==> config.mk <==
export PLATFORM = sky130hd
export DESIGN_NAME = nios_onchip_mem_arbiter
export DESIGN_NICKNAME = d
export VERILOG_FILES = /design/src/rtl/nios_ocm_pkg.sv /design/src/rtl/nios_rr_arb2.sv /design/src/rtl/nios_onchip_mem_arbiter.sv
export SDC_FILE = /design/constraint.sdc
export NUM_CORES = 1
export LEC_CHECK = 0
export BUFFER_PORTS_ARGS = -buffer_cell sky130_fd_sc_hd__buf_4
export CORE_AREA = 2 2 101 103
export DETAILED_ROUTE_END_ITERATION = 8
export DIE_AREA = 0 0 103 105
export PLACE_DENSITY_LB_ADDON = 0.12
export SETUP_SLACK_MARGIN = 0.5
export SLEW_MARGIN = 25
export SYNTH_ARGS = -nofsm -noshare
export SYNTH_HDL_FRONTEND = slang
export SYNTH_HIERARCHICAL = 1
export SYNTH_SLANG_ARGS = --single-unit
export TNS_END_PERCENT = 1
==> constraint.sdc <==
create_clock -name clk -period 3.2 [get_ports clk]
set_input_delay 0.48 -clock clk [delete_from_list [all_inputs] [get_ports clk]]
set_output_delay 0.48 -clock clk [all_outputs]
set_load 0.05 [all_outputs]
==> src/rtl/nios_ocm_pkg.sv <==
// Shared definitions for the Nios on-chip RAM arbiter: default widths,
// implemented depth, the out-of-range read pattern and the requester id type.
package nios_ocm_pkg;

  localparam int OCM_ADDR_W = 13;
  localparam int OCM_DATA_W = 32;
  localparam int OCM_DEPTH  = 5000;

  // Returned for reads that fall outside the implemented RAM
  localparam logic [31:0] BADDATA = 32'hDEADBEEF;

  // Requester id: 0 = Nios data master, 1 = DMA/peripheral master
  typedef logic req_id_t;

  localparam req_id_t ID_M0 = 1'b0;
  localparam req_id_t ID_M1 = 1'b1;

endpackage

==> src/rtl/nios_rr_arb2.sv <==
// Two-way round-robin grant. The grant is combinational within the cycle;
// last_gnt remembers the most recent winner and moves only when upd_en
// says the grant was actually taken.
module nios_rr_arb2
  import nios_ocm_pkg::*;
(
  input  logic    clk,
  input  logic    reset_n,
  input  logic    req0,
  input  logic    req1,
  input  logic    upd_en,
  output logic    gnt_valid,
  output req_id_t gnt_id
);

  req_id_t last_gnt_q;
  req_id_t last_gnt_d;

  // Pick the winner: a lone requester wins, on contention the one that did not win last
  always_comb begin
    gnt_valid = req0 | req1;
    gnt_id    = ID_M0;
    if (req0 && req1) begin
      gnt_id = ~last_gnt_q;
    end else if (req1) begin
      gnt_id = ID_M1;
    end else begin
      gnt_id = ID_M0;
    end
  end

  // Pointer follows the winner only on a taken grant
  always_comb begin
    if (upd_en) begin
      last_gnt_d = gnt_id;
    end else begin
      last_gnt_d = last_gnt_q;
    end
  end

  // Pointer register; reset to m1 so m0 wins the first contention
  always_ff @(posedge clk or negedge reset_n) begin
    if (!reset_n) begin
      last_gnt_q <= ID_M1;
    end else begin
      last_gnt_q <= last_gnt_d;
    end
  end

endmodule

==> src/rtl/nios_onchip_mem_arbiter.sv <==
// Round-robin arbiter sharing the single-port on-chip RAM between the Nios
// data master (m0) and a DMA/peripheral master (m1). One access per cycle,
// loser stalled by waitrequest, read data steered back by readdatavalid.
// Optional feature macro: OCM_ARB_RANGE_CHECK_EN (out-of-range accesses are
// accepted but not issued, reads return BADDATA, sticky err_irq).
module nios_onchip_mem_arbiter
  import nios_ocm_pkg::*;
#(
  parameter int ADDR_W = OCM_ADDR_W,
  parameter int DATA_W = OCM_DATA_W,
  parameter int DEPTH  = OCM_DEPTH
) (
  input  logic                clk,
  input  logic                reset_n,
  input  logic [ADDR_W-1:0]   m0_address,
  input  logic [DATA_W/8-1:0] m0_byteenable,
  input  logic                m0_read,
  input  logic                m0_write,
  input  logic [DATA_W-1:0]   m0_writedata,
  output logic                m0_waitrequest,
  output logic [DATA_W-1:0]   m0_readdata,
  output logic                m0_readdatavalid,
  input  logic [ADDR_W-1:0]   m1_address,
  input  logic [DATA_W/8-1:0] m1_byteenable,
  input  logic                m1_read,
  input  logic                m1_write,
  input  logic [DATA_W-1:0]   m1_writedata,
  output logic                m1_waitrequest,
  output logic [DATA_W-1:0]   m1_readdata,
  output logic                m1_readdatavalid,
  input  logic                mem_stall,
  output logic [ADDR_W-1:0]   mem_address,
  output logic [DATA_W/8-1:0] mem_byteenable,
  output logic                mem_chipselect,
  output logic                mem_write,
  output logic [DATA_W-1:0]   mem_writedata,
  output logic                mem_clken,
  input  logic [DATA_W-1:0]   mem_readdata,
  output logic                err_irq
);

  localparam int BE_W = DATA_W / 8;

  logic              req0_s;
  logic              req1_s;
  logic              gnt_valid_s;
  req_id_t           gnt_id_s;
  logic              accept_s;
  logic              addr_ok_s;
  logic [ADDR_W-1:0] sel_addr_s;
  logic [BE_W-1:0]   sel_be_s;
  logic [DATA_W-1:0] sel_wdata_s;
  logic              sel_write_s;
  logic [DATA_W-1:0] rdata_s;

  // Gates waitrequest while in reset and for the first edge after release
  logic              rst_ok_q;
  logic              rst_ok_d;
  logic              rd_pend_q;
  logic              rd_pend_d;
  req_id_t           rd_tag_q;
  req_id_t           rd_tag_d;

  assign req0_s = m0_read | m0_write;
  assign req1_s = m1_read | m1_write;

  nios_rr_arb2 u_arb (
    .clk       (clk),
    .reset_n   (reset_n),
    .req0      (req0_s),
    .req1      (req1_s),
    .upd_en    (accept_s),
    .gnt_valid (gnt_valid_s),
    .gnt_id    (gnt_id_s)
  );

  // A grant is taken only when the RAM is not stalled and reset has settled
  assign accept_s  = gnt_valid_s & ~mem_stall & rst_ok_q;
  assign mem_clken = ~mem_stall;

  // Route the winner's command; with no request this is the m0 value.
  // Read+write together counts as a write.
  always_comb begin
    if (gnt_id_s == ID_M1) begin
      sel_addr_s  = m1_address;
      sel_be_s    = m1_byteenable;
      sel_wdata_s = m1_writedata;
      sel_write_s = m1_write;
    end else begin
      sel_addr_s  = m0_address;
      sel_be_s    = m0_byteenable;
      sel_wdata_s = m0_writedata;
      sel_write_s = m0_write;
    end
  end

`ifdef OCM_ARB_RANGE_CHECK_EN
  logic rd_bad_q;
  logic rd_bad_d;
  logic err_q;
  logic err_d;

  assign addr_ok_s = ({1'b0, sel_addr_s} < (ADDR_W + 1)'(DEPTH));

  // Remember that the pending read was out of range, and latch the error
  always_comb begin
    rd_bad_d = accept_s & ~addr_ok_s & ~sel_write_s;
    err_d    = err_q | (accept_s & ~addr_ok_s);
  end

  // Range-error state
  always_ff @(posedge clk or negedge reset_n) begin
    if (!reset_n) begin
      rd_bad_q <= 1'b0;
      err_q    <= 1'b0;
    end else begin
      rd_bad_q <= rd_bad_d;
      err_q    <= err_d;
    end
  end

  assign rdata_s = rd_bad_q ? DATA_W'(BADDATA) : mem_readdata;
  assign err_irq = err_q;
`else
  assign addr_ok_s = 1'b1;
  assign rdata_s   = mem_readdata;
  assign err_irq   = 1'b0;
`endif

  // Drive the RAM pins and the per-master stall
  always_comb begin
    mem_address    = sel_addr_s;
    mem_byteenable = sel_be_s;
    mem_writedata  = sel_wdata_s;
    mem_chipselect = accept_s & addr_ok_s;
    mem_write      = accept_s & addr_ok_s & sel_write_s;
    m0_waitrequest = ~(accept_s & (gnt_id_s == ID_M0));
    m1_waitrequest = ~(accept_s & (gnt_id_s == ID_M1));
  end

  // Track the read launched this cycle so its data can be steered next cycle
  always_comb begin
    rst_ok_d  = 1'b1;
    rd_pend_d = accept_s & ~sel_write_s;
    if (accept_s) begin
      rd_tag_d = gnt_id_s;
    end else begin
      rd_tag_d = rd_tag_q;
    end
  end

  // Read-return and reset-release state
  always_ff @(posedge clk or negedge reset_n) begin
    if (!reset_n) begin
      rst_ok_q  <= 1'b0;
      rd_pend_q <= 1'b0;
      rd_tag_q  <= ID_M0;
    end else begin
      rst_ok_q  <= rst_ok_d;
      rd_pend_q <= rd_pend_d;
      rd_tag_q  <= rd_tag_d;
    end
  end

  // Data goes to both ports; only the valid strobe is steered
  assign m0_readdata      = rdata_s;
  assign m1_readdata      = rdata_s;
  assign m0_readdatavalid = rd_pend_q & (rd_tag_q == ID_M0);
  assign m1_readdatavalid = rd_pend_q & (rd_tag_q == ID_M1);

endmodule

==> results of run 1 <==
## cells in the final DEF (no fill, tap or decap), drive strengths merged
| cell type | netlist | routed |
|---|---|---|
| mux2 | 51 | 51 |
| or2 | 3 | 3 |
| nand3b | 1 | 1 |
| and2 | 2 | 2 |
| dfrtp | 3 | 3 |
| nor2 | 1 | 1 |
| dfstp | 1 | 1 |
| a21boi | 1 | 1 |
| nor2b | 1 | 1 |
| buf | 71 | 162 |
| mux2i | 1 | 1 |
| nand2b | 1 | 1 |
| nand2 | 1 | 1 |
| inv | 2 | 2 |
| conb | 2 | 2 |
| clkbuf | 0 | 4 |
## routing by layer
metal | vias to the layer above | wire, µm | GRT usage
met2 | 124 | 2410 | 0.1461
li1 | 592 | - | -
met1 | 545 | 1477 | 0.06624
met4 | 0 | 61 | 0.01974
met3 | 13 | 807 | 0.03478
met5 | - | 0 | 0
## per-stage QoR
stage               hold slack, ns  instance area, µm²  setup slack [ns]  std cells
finish                     0.05000                2399            0.7042        370
global route               0.04344                2399            0.6530        370
CTS                        0.04652                2399            0.7025        370
detailed placement          0.2811                2354            0.7062        366
global placement            0.2812                2354            0.7034        366
floorplan                   0.1844                1541            0.8699        142
## cell usage after synthesis, types with 2 or more instances
cell type and n:
and2_1 2, buf_12 4, buf_4 65, buf_6 2
conb_1 2, dfrtp_1 3, inv_1 2, mux2_2 3
mux2_4 48, or2_2 2
## registers in the layout (all words and copies together), names as in the netlist
signal,flops
rst_ok_q,1
rd_pend_q,1
u_arb/last_gnt_q,1
rd_tag_q,1
## worst paths after layout
check,start,depth (start not counted),slack [ns],end
setup / recovery,m0_write,6,0.70,mem_writedata[29]
hold / removal,reset_n,1,0.05,rd_tag_q$_DFFE_PN0P_
setup reg to reg,u_arb/last_gnt_q$_DFFE_PN1P_,4,1.92,rd_pend_q$_DFF_PN0_
hold reg to reg,rd_tag_q$_DFFE_PN0P_,1,0.52,rd_tag_q$_DFFE_PN0P_
max in group asynchronous,reset_n,1,2.95,u_arb/last_gnt_q$_DFFE_PN1P_
min in group clk,rd_tag_q$_DFFE_PN0P_,1,0.52,rd_tag_q$_DFFE_PN0P_
## worst reg2reg max path, cell delays in order, from the launching register on
cell and delay [ns]:
dfstp_2 0.38, a21boi_4 0.19, buf_4 0.22, mux2i_1 0.27, and2_1 0.16
## power groups by stage
stage	clock (mW)	sequential [mW]	combinational [mW]
6_report	0.113	0.0731	1.04
5_1_grt	0.122	0.0750	1.08
2_1_floorplan	0	0.0696	1.02
3_3_place_gp	0	0.0745	1.06
4_1_cts	0.116	0.0735	1.05
3_5_place_dp	0	0.0741	1.05
## cell type report
class	count	area [µm²]	share of cell area
clock buffer	4	45.04	0.01878
inverter	2	7.507	0.003130
multi-input combinational	65	849.6	0.3542
sequential	4	101.3	0.04225
tap	133	166.4	0.06938
timing repair buffer	162	1229	0.5123
## cell families (layout without fill, tap and decap cells)
group,after synthesis,count (layout),synth area share
other cells,2,2,0.004872
buf+inv,73,168,0.3880
mux,52,52,0.4959
flops,4,4,0.06575
compound gates,1,1,0.007305
simple gates,10,10,0.03815
==> metrics.md, run 1 <==
| Metric | Value |
|---|---|
| Status | complete, no violations |
| Clock sink count | 4 |
| Vias in the first global route | 1,276 |
| Die ar. | around 11,000 µm² |
| Seq/Total Area, Yosys | 0.06575 |
| Part of the power in registers | 0.060 |
| Max-cap viol count | 0 |
| RSZ-0062 raised after global routing | no |
| Final period util | 0.7799 |
| Top cell type's share of synthesized area | 0.4675 |
| Hold buffer count at CTS | 0 |
| Root Driver | clkbuf_8 |
| Min-Delay Path Class | input port to async pin |
| CTS tree | done |
| Required time of the critical path | ~2.7 ns |
| EDFF count, synth | 0 |
| Gate power share | 0.848 |
| Cell taking the most area after synthesis | mux2_4 |
| Post-CTS setup buffer count | 0 |
| Num CTS Buffers | 3 |
| Fmax | roughly 400 MHz |
| First-iteration detailed-routing DRC count | 8 |
| Final wirelength | 4757 µm |
| Area growth, synth to finish | 55.60% |
| Final Hold Vio Count | 0 |
| Share of cells above drive strength 1 | 0.9283 |
| Core region area | 9639 µm² |
| Number of synthesized register bits | 4 |
| Router iterations before antenna repair | 2 |
| Switching part of the total | 0.5158 |
| Worst setup path category | input port to primary output |
| Netlist cell types | 19 |
| Gr usage total | 0.07472 |
| Pins Over Slew Limit | 0 |
| Final setup fails | 0 |
| First-pass GRT wire length | 6403 µm |
| Cells after synthesis | ~140 |
| Clock slew at reported path FFs | 0.04 ns |
| Port bufs | 160 |
| Top FF cell, synth | dfrtp_1 |
| VDD IR max | about 0.00019 V |
| Cell internal pwr | about 590 µW |
| Synth area leaders | mux2_4 (47%), buf_4 (32%), buf_12 (5.2%), dfrtp_1 (4.9%), mux2_2 (2.2%) |
| Rows | 36 |
| Final min period | approximately 2.5 ns |
| Final core utilization | 0.2488 |
| Die H | about 110 µm |
| Crit path DAT | 2.02 ns |
| CP Buf/Inv Count | 3 |
| Total I/O pin count | about 260 |
| Initial antenna violation count | 0 |
| Fillers | 1,074 |
| Pwr Total | between 1 and 1.5 mW |
| CP Capture Type | primary output |
| Initial Util | 0.1599 |
| H-tree levels | 1 |
| Syn_nets | 279 |
| Largest net degree at the start of global routing | 47 |
| Cell repeated most along the worst path | buf_4 |
| Mean post-synth cell area | between 10 and 15 µm² |
| Critical path's largest stage delay | roughly 0.38 ns |
| Crit-path max FO | 46 |
| Total number of vias | 1,274 |
| Bufs on Longest Clock Path | 2 |
| Setup Total Neg Slack | 0 ns |
| Slowest stage cell on the critical path | mux2_2 |
| Critical path, cell by cell | buf_4 > or2_2 > a21boi_4 > buf_12 > mux2_2 > buf_4 |
| Nets@finish | approximately 380 |
| Die W | 103 µm |
| PwrDens | 510.0 nW/µm² |
| Post_cts resized | 0 |
| Antenna diodes | 0 |
| # DRC | 0 |
| GPL Wtd Cong | 0.6863 |
| Detail Route Antenna Nets | 0 |
| DR vias/cell | 3.443 |
| Synthesized area | 1541 µm² |
| Setup skew after layout | 0.007539 ns |
| Total net switching power | 630.9 µW |
| GR Overflow Total | 0 |
| Asr flop ratio synth | 1.000 |
| Clock share of power | 0.092 |
| YS warnings | 6 |
| CP startpoint kind | input port |
| LEAKAGE | 1.313 nW |
| Routed WL per cell | roughly 13 µm |
| Clk_lat worst skew | 0.22 ns |
| Cell family with most CP delay | buffers and inverters |
No activity file was read; power rests on OpenSTA's default activity.
==> run 2, diff against run 1 <==
==> constraint.sdc (replaced) <==
create_clock -name clk -period 2.24 [get_ports clk]
set_input_delay 0.336 -clock clk [delete_from_list [all_inputs] [get_ports clk]]
set_output_delay 0.336 -clock clk [all_outputs]
set_load 0.05 [all_outputs]
==> run 2 against run 1 <==
  * Routed wire length rose by 17%
  * Register-to-register slack got worse by 1.1 ns
  * Clock power rose by 40%
==> metrics.md, run 2 (same netlist as run 1, synthesis figures left out) <==
| Metric | Value |
|---|---|
| Final core utilization | 0.2806 (+0.03180) |
| RSZ-0062 raised after global routing | yes |
| Worst reg2reg path endpoint | rd_pend_q$_DFF_PN0_ |
| Worst setup path category | input port to primary output |
| Root Driver | clkbuf_8 |
| Total number of vias | 1,323 (+3.8%) |
| Critical path depth | 8 (+2) |
| DR vias/cell | 3.463 (+0.58%) |
| Final wirelength | 5574 µm (+17%) |
| Slowest stage cell on the critical path | mux2_4 |
| Area growth, synth to finish | 75.49% |
| Rows | 36 (unchanged) |
| Min-Delay Path Class | input port to async pin |
| Worst R2R Path Depth | 5 (+1) |
| Final setup fails | 0 (unchanged) |
| Part of the power in registers | 0.052 (-0.008) |
| Max-cap viol count | 0 (unchanged) |
| Total I/O pin count | 258 (unchanged) |
| Required time of the critical path | 1.90 ns (-0.82 ns) |
| Cell repeated most along the worst path | buf_6 |
| Dpl ws | 0.1026 ns (-0.6036 ns) |
| Start of the worst register-to-register path | u_arb/last_gnt_q$_DFFE_PN1P_ |
| HPWL after DPL | 4743 µm |
| CP Buf/Inv Count | 5 (+2) |
| Antenna diodes | 0 (unchanged) |
| Die H | 105 µm (unchanged) |
| Worst setup margin | 0.2251 ns (-0.4791 ns) |
| Pwr Total | 1.997 mW (+63%) |
| Vias in the first global route | 1,365 (+7.0%) |
| Cell internal pwr | 1.036 mW (+75%) |
| Router iterations before antenna repair | 3 (+1) |
| Final Hold Vio Count | 0 (unchanged) |
| Pins Over Slew Limit | 0 (unchanged) |
| Clock slew at reported path FFs | 0.03 ns (about the same) |
| Final min period | 2.015 ns |
| Largest net degree at the start of global routing | 12 (-74%) |
| GR Overflow Total | 0 (unchanged) |
| Nets@finish | 387 (+3.2%) |
| CP startpoint kind | input port |
| Crit path DAT | 1.68 ns (-0.34 ns) |
| Setup skew after layout | 0.004225 ns (-0.003314 ns) |
| Critical path, cell by cell | buf_6 > or2_4 > a21boi_4 > buf_6 > buf_6 > buf_16 > mux2_4 > buf_6 |
| VDD IR max | 0.0002104 V (+11%) |
| Die ar. | 10,820 µm² (unchanged) |
| GPL Wtd Cong | 0.7487 (+9.1%) |
| CTS tree | done |
| PwrDens | 738.2 nW/µm² (+45%) |
| # DRC | 0 (unchanged) |
| Clock sink count | 4 (unchanged) |
| Num CTS Buffers | 3 (unchanged) |
| Core region area | 9639 µm² (unchanged) |
| Setup Total Neg Slack | 0 ns (unchanged) |
| Die W | 103 µm (unchanged) |
| Clock share of power | 0.079 (-0.013) |
| Hold slack | 0.4480 ns (+0.3980 ns) |
| Total net switching power | 961.4 µW (+52%) |
| Gr usage total | 0.09021 (+0.01549) |
| Detail Route Antenna Nets | 0 (unchanged) |
| Worst R2R Setup Slack | 0.86 ns (-1.06 ns) |
| Crit-path max FO | 6 (-87%) |
| Port bufs | 160 (unchanged) |
| First-iteration detailed-routing DRC count | 22 (+14) |
| Fmax | 496.3 MHz |
| Switching part of the total | 0.4814 (-0.03435) |
| Initial antenna violation count | 0 (unchanged) |
| Clk_lat worst skew | 0.22 ns (about the same) |
| Gate power share | 0.869 (+0.021) |
| Initial Util | 0.1599 (unchanged) |
| Most frequent cells in the layout | buf_4 (138), mux2_4 (49), buf_6 (28) |
| Most common cell after layout, fill and taps aside | buf_4 |
| Share of cells above drive strength 1 | 0.9398 (+0.01149) |
| First-pass GRT wire length | 7486 µm (+17%) |
| Critical path's largest stage delay | 0.30 ns (-0.08 ns) |
| Routed WL per cell | 14.59 µm (+13%) |
| Cell family with most CP delay | buffers and inverters |
| Status | complete, no violations |
| CP Capture Type | primary output |
| Final period util | 0.8995 |
| H-tree levels | 1 (unchanged) |
| Bufs on Longest Clock Path | 2 (unchanged) |
| LEAKAGE | 1.455 nW (+11%) |
[run 2: changes by cell type in the layout (fill, tap and decap cells not counted), moves of 2 or more]
cell    previous run  this run
buf_16             0         3
buf_4            161       138
buf_6              0        28
buf_8              0         3
or2_2              2         0
or2_4              0         2
[run 2: layer usage]
layer / up-vias / GRT usage / wire (µm)
met3: 23 / 0.02341 / 623
met1: 590 / 0.07850 / 1723
met2: 90 / 0.1851 / 3128
met4: 0 / 0.03571 / 98
met5: - / 0 / 0
li1: 620 / - / -
[run 2: power groups by stage]
stage | Sequential (mW) | Combinational [mW] | Clock (mW)
finish | 0.104 | 1.73 | 0.158
global route | 0.108 | 1.81 | 0.172
CTS | 0.104 | 1.76 | 0.164
detailed placement | 0.106 | 1.53 | 0
global placement | 0.106 | 1.54 | 0
floorplan | 0.0995 | 1.47 | 0
[run 2: per-stage QoR]
| step | instances | area, µm² |
|---|---|---|
| 5_1_grt | 382 | 2705 |
| 6_report | 382 | 2705 |
| 4_1_cts | 382 | 2705 |
| 3_3_place_gp | 369 | 2394 |
| 2_1_floorplan | 142 | 1559 |
| 3_5_place_dp | 369 | 2394 |
[run 2: cell type report]
cell class / count / area (µm²)
fill: 1049 / 6934
tap: 133 / 166.4
sequential: 4 / 101.3
multi-input combinational: 65 / 875.8
timing repair buffer: 174 / 1509
inverter: 2 / 7.507
clock buffer: 4 / 45.04
[run 2: what timing repair did]
item / in CTS / in global routing
pin swaps: 2 / 1
hold buffers: 1 / 0
hold endpoints to repair: 3 / 0
endpoints found under the setup margin: 53 / 53
gates resized for setup: 40 / 0
setup buffers: 5 / 0
gates cloned: 3 / 0
[run 2: how the worst max path moves through the flow]
stage | to | startpoint | slack [ns]
5_1_grt | mem_byteenable[2] | u_arb/last_gnt_q$_DFFE_PN1P_ | 0.17
6_report | mem_address[7] | m0_read | 0.23
4_1_cts | mem_byteenable[2] | m0_read | 0.19
3_3_place_gp | mem_writedata[29] | m0_write | 0.11
3_5_place_dp | mem_writedata[29] | m0_write | 0.10
2_1_floorplan | m0_waitrequest | m1_write | 0.36
==> run 3, diff against run 2 <==
--- a/config.mk
+++ b/config.mk
@@ -6,9 +6,9 @@
 export NUM_CORES = 1
 export LEC_CHECK = 0
 export BUFFER_PORTS_ARGS = -buffer_cell sky130_fd_sc_hd__buf_4
-export CORE_AREA = 2 2 101 103
+export CORE_AREA = 10 10 91 93
 export DETAILED_ROUTE_END_ITERATION = 8
-export DIE_AREA = 0 0 103 105
+export DIE_AREA = 0 0 101 103
 export PLACE_DENSITY_LB_ADDON = 0.12
 export SETUP_SLACK_MARGIN = 0.5
 export SLEW_MARGIN = 25
==> run 3 against run 2 <==
  * Clock-buffer cell count stayed put
  * Largest cell class unchanged
  * Fmax decreased by 5.7%
  * Sequential cell count unchanged
  * Critical endpoint is now mem_writedata[31]
  * Clock power hardly changed
  * Via count rose by 2.9%
  * Routed wire length rose by 23%
==> metrics.md, run 3 (same netlist as run 1, synthesis figures left out) <==
| Metric | Value |
|---|---|
| Status | complete, no violations |
| Final min period | 2.136 ns (+0.1207 ns) |
| Clock slew at reported path FFs | 0.03 ns (about the same) |
| Largest net degree at the start of global routing | 12 (unchanged) |
| Nets@finish | 389 (+0.52%) |
| H-tree levels | 1 (unchanged) |
| Share of cells above drive strength 1 | 0.9402 (about the same) |
| Die ar. | 10,400 µm² (-3.8%) |
| Rows | 30 (-17%) |
| LEAKAGE | 1.487 nW (+2.2%) |
| Total I/O pin count | 258 (unchanged) |
| Clk_lat worst skew | 0.22 ns (about the same) |
| Root Driver | clkbuf_8 |
| Critical path's largest stage delay | 0.55 ns (+0.25 ns) |
| Detail Route Antenna Nets | 0 (unchanged) |
| Vias in the first global route | 1,530 (+12%) |
| Dpl ws | 0.04177 ns (-0.06081 ns) |
| Core region area | 6569 µm² (-32%) |
| PwrDens | 774.8 nW/µm² (+5.0%) |
| RSZ-0062 raised after global routing | yes |
| Most common cell after layout, fill and taps aside | buf_4 |
| VDD IR max | 0.0004091 V (+94%) |
| Slowest stage cell on the critical path | dfstp_2 |
| Footprint of the multi-input gates | 872.1 µm² (-0.43%) |
| Die H | 103 µm (-1.9%) |
| Required time of the critical path | 1.90 ns (about the same) |
| HPWL after DPL | 5956 µm (+26%) |
| Initial antenna violation count | 0 (unchanged) |
| Clock sink count | 4 (unchanged) |
| Final period util | 0.9534 (+0.05389) |
| CP Capture Type | primary output |
| Cell family with most CP delay | buffers and inverters |
| DR vias/cell | 4.115 (+19%) |
| Pins Over Slew Limit | 0 (unchanged) |
| CP Buf/Inv Count | 5 (unchanged) |
| First-iteration detailed-routing DRC count | 13 (-41%) |
| Gr usage total | 0.1143 (+0.02410) |
| Worst setup path category | flip-flop to primary output |
| Critical path, cell by cell | a21boi_4 > buf_12 > buf_12 > buf_12 > buf_16 > mux2_4 > buf_6 |
| Routed WL per cell | 20.68 µm (+42%) |
| Total number of vias | 1,362 (+2.9%) |
| Register area | 101.3 µm² (unchanged) |
| GR Overflow Total | 0 (unchanged) |
| Final setup fails | 0 (unchanged) |
| Crit-path max FO | 8 (+2) |
| Die W | 101 µm (-1.9%) |
| Antenna diodes | 0 (unchanged) |
| GPL Wtd Cong | 0.6913 (-7.7%) |
| Bufs on Longest Clock Path | 2 (unchanged) |
| Router iterations before antenna repair | 2 (-1) |
| Cell repeated most along the worst path | buf_12 |
| # DRC | 0 (unchanged) |
| Final wirelength | 6844 µm (+23%) |
| First-pass GRT wire length | 9342 µm (+25%) |
| Setup skew after layout | 0.003471 ns (-0.0007536 ns) |
| Min-Delay Path Class | input port to async pin |
| Crit path DAT | 1.80 ns (+0.12 ns) |
| Worst R2R Setup Slack | 0.85 ns (about the same) |
| Setup Total Neg Slack | 0 ns (unchanged) |
| Port bufs | 160 (unchanged) |
| CP startpoint kind | flip-flop |
| Initial Util | 0.2347 (+0.07475) |
| Area growth, synth to finish | 76.46% |
| Most frequent cells in the layout | buf_4 (136), mux2_4 (48), buf_6 (28) |
| Fillers | 642 (-39%) |
| CTS tree | done |
| Num CTS Buffers | 3 (unchanged) |
| Max-cap viol count | 0 (unchanged) |
| Final Hold Vio Count | 0 (unchanged) |
| Worst setup margin | 0.1044 ns (-0.1207 ns) |
| Fmax | 468.3 MHz (-5.7%) |
-- run 3: layout make-up --
type	instances	share of cell area
multi-input cells	65	0.3206
clock buffers	4	0.01656
repair buffers	176	0.5860
inverters	2	0.002760
flip-flops and latches	4	0.03726
well taps	80	0.03680
-- run 3: per-layer routing --
layer / GRT usage / up-vias / share of wire
li1: - / 621 / -
met1: 0.1097 / 584 / 0.34
met2: 0.2029 / 119 / 0.49
met3: 0.05697 / 38 / 0.15
met4: 0.04930 / 0 / 0.026
met5: 0 / - / 0
-- run 3: report_power, final --
| group | switching [mW] | internal, mW |
|---|---|---|
| Clock | 0.0389 | 0.122 |
| Sequential | 0.0123 | 0.0922 |
| Combinational | 0.947 | 0.896 |
| Total | 0.998 | 1.11 |
-- run 3: worst paths after layout --
kind,endpoint,cells past startpoint,from
hold reg to reg,rd_tag_q$_DFFE_PN0P_,1,rd_tag_q$_DFFE_PN0P_
min in group clk,rd_pend_q$_DFF_PN0_,3,m0_write
max in group asynchronous,u_arb/last_gnt_q$_DFFE_PN1P_,2,reset_n
hold / removal,rd_tag_q$_DFFE_PN0P_,2,reset_n
setup reg to reg,rd_tag_q$_DFFE_PN0P_,5,u_arb/last_gnt_q$_DFFE_PN1P_
setup / recovery,mem_writedata[31],7,u_arb/last_gnt_q$_DFFE_PN1P_
-- run 3: per-stage QoR --
step	utilization	hold slack, ns	power, mW	std cells	instance area [µm²]
2_1_floorplan	-	0.04041	1.573	142	1559
3_3_place_gp	0.3550	0.1371	1.663	315	2332
3_5_place_dp	0.3550	0.1390	1.660	315	2332
4_1_cts	0.4141	0.4687	2.133	331	2720
5_1_grt	0.4141	0.4799	2.193	331	2720
6_report	0.4141	0.4699	2.107	331	2720
-- run 3: timing repair --
action	in CTS	in global routing
gates resized for setup	39	0
gates cloned	3	0
hold endpoints to repair	3	0
hold buffers	1	0
setup endpoints to repair	53	53
buffers inserted	8	0
pin swaps	2	1
